[config.mk]
export PLATFORM = sky130hd
export DESIGN_NAME = pipe_stage_skid
export DESIGN_NICKNAME = d
export VERILOG_FILES = /design/src/rtl/pipe_stage_skid.sv
export SDC_FILE = /design/constraint.sdc
export NUM_CORES = 1
export LEC_CHECK = 0
export ABC_CLOCK_PERIOD_IN_PS = 3520
export CAP_MARGIN = 20
export CORE_ASPECT_RATIO = 1.4
export CORE_UTILIZATION = 45
export DETAILED_ROUTE_END_ITERATION = 10
export PLACE_DENSITY = 0.8
export SYNTH_ARGS = -nofsm -noshare
export SYNTH_HDL_FRONTEND = slang
export SYNTH_SLANG_ARGS = --single-unit
[constraint.sdc]
create_clock -name iClk -period 3.52 [get_ports iClk]
set_clock_uncertainty 0.1 [all_clocks]
set_input_delay 0.704 -clock iClk [delete_from_list [all_inputs] [get_ports iClk]]
set_output_delay 0.704 -clock iClk [all_outputs]
set_load 0.02 [all_outputs]
[src/rtl/pipe_stage_skid.sv]
// rtl/pipe_stage_skid.sv - two-entry valid/ready pipeline stage with skid register and stall counter
module pipe_stage_skid #(
  parameter int                 DATA_W     = 32,
  parameter logic [DATA_W-1:0]  RESET_DATA = '0,
  parameter logic [DATA_W-1:0]  FLUSH_DATA = '0,
  parameter int                 CNT_W      = 16
) (
  input  logic              iClk,
  input  logic              iRst,
  input  logic              iFlush,
  input  logic              iValidIn,
  input  logic [DATA_W-1:0] iData,
  output logic              oReadyOut,
  output logic              oValidOut,
  output logic [DATA_W-1:0] oData,
  input  logic              iReadyIn,
  input  logic              iClrCount,
  output logic [1:0]        oOccupancy,
  output logic [CNT_W-1:0]  oStallCycles
);

  typedef enum logic [1:0] {
    EMPTY = 2'd0,
    ONE   = 2'd1,
    TWO   = 2'd2
  } state_t;

  localparam logic [CNT_W-1:0] CNT_MAX = {CNT_W{1'b1}};

  state_t            state;
  state_t            state_nxt;
  logic [DATA_W-1:0] skid;
  logic [DATA_W-1:0] skid_nxt;
  logic [DATA_W-1:0] data_nxt;
  logic              in_fire;
  logic              out_fire;

  assign in_fire  = iValidIn & oReadyOut;
  assign out_fire = oValidOut & iReadyIn;

  always_comb begin
    state_nxt = state;
    data_nxt  = oData;
    skid_nxt  = skid;
    if (iFlush) begin
      state_nxt = EMPTY;
      data_nxt  = FLUSH_DATA;
      skid_nxt  = FLUSH_DATA;
    end else begin
      case (state)
        EMPTY: begin
          if (in_fire) begin
            state_nxt = ONE;
            data_nxt  = iData;
          end
        end
        ONE: begin
          if (in_fire && out_fire) begin
            data_nxt = iData;
          end else if (in_fire) begin
            state_nxt = TWO;
            skid_nxt  = iData;
          end else if (out_fire) begin
            // main entry keeps its last payload; it is don't-care while invalid
            state_nxt = EMPTY;
          end
        end
        TWO: begin
          if (out_fire) begin
            state_nxt = ONE;
            data_nxt  = skid;
          end
        end
        default: state_nxt = EMPTY;
      endcase
    end
  end

  // Handshake flags are registered from the next state so upstream ready never sees iReadyIn combinationally.
  always_ff @(posedge iClk) begin
    if (iRst) begin
      state      <= EMPTY;
      oData      <= RESET_DATA;
      skid       <= RESET_DATA;
      oReadyOut  <= 1'b1;
      oValidOut  <= 1'b0;
      oOccupancy <= 2'd0;
    end else begin
      state      <= state_nxt;
      oData      <= data_nxt;
      skid       <= skid_nxt;
      oReadyOut  <= (state_nxt != TWO);
      oValidOut  <= (state_nxt != EMPTY);
      oOccupancy <= (state_nxt == TWO) ? 2'd2 : ((state_nxt == ONE) ? 2'd1 : 2'd0);
    end
  end

  always_ff @(posedge iClk) begin
    if (iRst || iClrCount) begin
      oStallCycles <= '0;
    end else if (oValidOut && !iReadyIn && (oStallCycles != CNT_MAX)) begin
      oStallCycles <= oStallCycles + 1'b1;
    end
  end

endmodule
---- After elaboration in Yosys (flattened, before gate mapping) ----
Index checks and enable logic that the tools add are counted.
cells by class
  bitwise logic cells ..................... 3
  add/subtract/negate cells ............... 1
  equality and inequality tests ........... 9
  multiplexer cells ....................... 13
  reduce and logical (&&, ||, !) cells .... 12
operator list
  operator                                                               count
  32-bit two-way mux                                                     3
  32-bit case mux with 3 select lines                                    1
  16-bit by 1-bit adder with 16-bit output, second input constant        1
  16-bit inequality test, second input constant                          1
  2-bit two-way mux                                                      7
  2-bit inequality test, second input constant                           4
  2-bit case mux with 3 select lines                                     1
  2-bit by 1-bit equality test with 1-bit output, second input constant  2
  2-bit equality test, second input constant                             2
  4-bit AND reduction                                                    1
  2-bit OR reduction                                                     2
  1-bit logical AND                                                      3
  3-bit AND reduction                                                    1
  3-bit nonzero test                                                     1
  1-bit AND                                                              2
  2-bit zero test                                                        1
  2-bit nonzero test                                                     1
  1-bit zero test                                                        1
  1-bit logical OR                                                       1
  1-bit two-way mux                                                      1
  1-bit NOT                                                              1
storage, ports and cells
  register bits after elaboration ......... 86
  logic and storage cells ................. 46
  output and inout port bits .............. 52
  bits of input ports ..................... 38

---- Depth between registers and ports, before layout ----
  word-level depth ........................ 9
  depth in mapped cells ................... 7
  mapped depth without buffers ............ 5

---- Worst setup path before layout ----
Ideal clock, no wire load.
  path type ............................... input port to flip-flop
  from .................................... input iReadyIn
  to ...................................... register oStallCycles[14]
  stages on the path ...................... 4
  arrival time ............................ 1.876 ns
  data required time ...................... 3.350 ns
  setup slack ............................. 1.473 ns
  buffers on the path ..................... 0
  path through ............................ nand2b_1 > or4_4 > or3_1 > a21oi_1
between the ends
  cells in the longest elaborated chain, start to end .. 3
RTL lines
  what                             line  source
  from (decl)                      16    input logic iReadyIn,
  1-bit zero test                  101   end else if (oValidOut && !iReadyIn && (oStallCycles != CNT_MAX)) begin
  1-bit logical AND (2 in series)  101
  to (signal assigned)             102   oStallCycles <= oStallCycles + 1'b1;
  to (decl)                        19    output logic [CNT_W-1:0] oStallCycles
No other way between the ends.
A chain may end at the register's enable or synchronous reset.

---- Worst setup path in the final report ----
  from .................................... input iReadyIn
  to ...................................... register oStallCycles[9]
The elaborated chain is that of the path after synthesis.

==> metrics.txt <==
initial antenna violation count 0; Place WS 0.749 ns; synthesized cell area 3630 um^2; grt total ovfl 0; post-detailed-route count of antenna-violating nets 0; setup violators final 0; post-synth cell types 37; Initial Util 0.465; fin. max-slew vios 0; worst hold path type register to register; Req. time, crit path 3.70 ns; Crit. End Element register; Post-Synthesis Cells 414; post-cts resize count 0; first-pass GRT wire length 13500 um; cts hold-fix bufs 0; area of the core 7800 um^2; CTS Buffer Depth 2; H-tree depth 3; nets@finish 524; IO Pins 90; final antenna diode count 0; Die Span X 77.9 um; Cell Rows 38; pwr dens 395 nW/um^2; Yosys reg bits 86; Worst setup SP type primary input; Crit Path Category primary input to register; min Tclk post-route 2.44 ns; layout cells sized above 1 0.0735; drt pass-1 iters 5; DRC Markers 0; final wirelength 8640 um; Final Util 0.612; Final period util 0.692; CTS buffer count 9; DR iter-0 viols 192; status finished, final reports clean; Avg Inst Size Synth 8.76 um^2; Synthesized Nets 453; TritonCTS clock tree done; Worst-path clk slew 0.08 ns; crit path DAT 2.62 ns; Via-to-Cell Ratio 5.52; IO Port Bufs 89; Finished Cell Area 4770 um^2; unrepaired setup endpoints after global routing no; total power 1.88 mW; full die area 8430 um^2; root buffer cell clkbuf_8; Post-Place Cells 573; most frequent cells in the layout clkdlybuf4s50_1 (89), dfxtp_1 (86), nand2_1 (72); Worst VDD drop 0.000258 V; Max-Cap Viols 0; register area share after synthesis 0.475; number of global-route vias before repair 2845; Max Clock Freq 0.410 GHz; pin count of the biggest net entering global routing 60; setup TNS 0 ns; worst-margin pin slew 1.07 ns; routed len/inst 14.6 um; Synth-to-Final Area Change 31.6%; CP max FO 8; detailed-route via count 3254; routability cong. 0.855; Clock Latency Late Sink 0.35 ns; die span in y 108 um; Leak Pwr 1.73 nW; # clock sinks 86; yosys warns 0; fin cells 590; post-CTS setup buffers 0; Fin Hold WS 0.356 ns; gr usage total 0.208; max_slew headroom 0.283; commonest non-fill, non-tap cell in the layout clkdlybuf4s50_1; Cell Area, Placed 4570 um^2; Fill cells 685; Final HPWL DP 5790 um; final hold violations 0; Setup WS post-layout 1.08 ns
## cell families after synthesis
kind of cell	Yosys count	synth area share
compound gates	102	0.178
xor+xnor	1	0.00242
fa+ha+maj	1	0.00345
buf+inv	39	0.0435
flops	86	0.475
mux	32	0.0883
simple gates	153	0.209
## metal layers
| metal | track usage | up-vias | share of wire |
|---|---|---|---|
| met1 | 0.243 | 1529 | 0.41 |
| met5 | 0 | - | 0 |
| li1 | - | 1633 | - |
| met4 | 0.0863 | 0 | 0.016 |
| met2 | 0.356 | 82 | 0.52 |
| met3 | 0.0574 | 10 | 0.051 |
## flip-flops by register name (all words and copies together), names as in the netlist
name          count
oData            32
oReadyOut         1
oStallCycles     16
skid             32
state             2
oValidOut         1
oOccupancy        2
## power by group
part | leakage, nW | total (mW) | internal, mW | switching, mW
Clock | 0.0849 | 0.632 | 0.278 | 0.355
Combinational | 0.947 | 0.239 | 0.116 | 0.123
Sequential | 0.698 | 1.01 | 0.997 | 0.0167
Total | 1.73 | 1.88 | 1.39 | 0.495
## Yosys cell counts
master,count,area (um^2)
a211oi_1,34,255
a21o_1,1,7.51
a21oi_1,46,230
a21oi_2,1,8.76
a221oi_1,2,17.5
a41oi_1,1,8.76
and3_1,2,12.5
and4_1,2,17.5
buf_2,8,40.0
clkbuf_1,26,97.6
clkbuf_2,1,5.00
dfxtp_1,86,1720
ha_1,1,12.5
inv_1,4,15.0
mux2i_1,32,320
nand2_1,72,270
nand2b_1,2,12.5
nand3_1,8,40.0
nand3b_1,1,7.51
nand4_1,5,31.3
nand4_4,1,21.3
nand4bb_1,1,11.3
nor2_1,5,18.8
nor2b_1,1,6.26
nor3_1,35,175
nor4_2,1,12.5
nor4bb_1,1,10.0
o2111ai_1,1,8.76
o21ai_0,6,30.0
o21ba_2,2,20.0
o21bai_1,1,7.51
o31ai_1,7,52.6
or2_2,4,25.0
or3_1,5,31.3
or4_1,6,45.0
or4_4,1,11.3
xnor2_1,1,8.76
## cell type report
type                       instances  area [um^2]  area share
sequential                        86         1720       0.361
inverter                           4         15.0     0.00315
clock inverter                     6         45.0     0.00944
tap                              100          125      0.0262
clock buffer                      10          138      0.0288
timing repair buffer              95          948       0.199
multi-input combinational        289         1780       0.373
## critical path: stages
cell and delay, ns:
clkdlybuf4s50_1 0.47, nor2b_1 0.43, nand3_1 0.33, or4_1 0.54
a21oi_1 0.15
## worst paths after layout
| path | startpoint | to | slack, ns | cells past startpoint |
|---|---|---|---|---|
| setup / recovery | iReadyIn | oStallCycles[9]$_SDFFE_PP0P_ | 1.08 | 5 |
| hold / removal | skid[24]$_SDFFE_PP0P_ | skid[24]$_SDFFE_PP0P_ | 0.36 | 2 |
| setup reg to reg | state[0]$_SDFF_PP0_ | oData[9]$_SDFFE_PP0P_ | 1.41 | 3 |
| hold reg to reg | skid[24]$_SDFFE_PP0P_ | skid[24]$_SDFFE_PP0P_ | 0.36 | 2 |
Note: power is estimated with default switching activity, not from simulation.
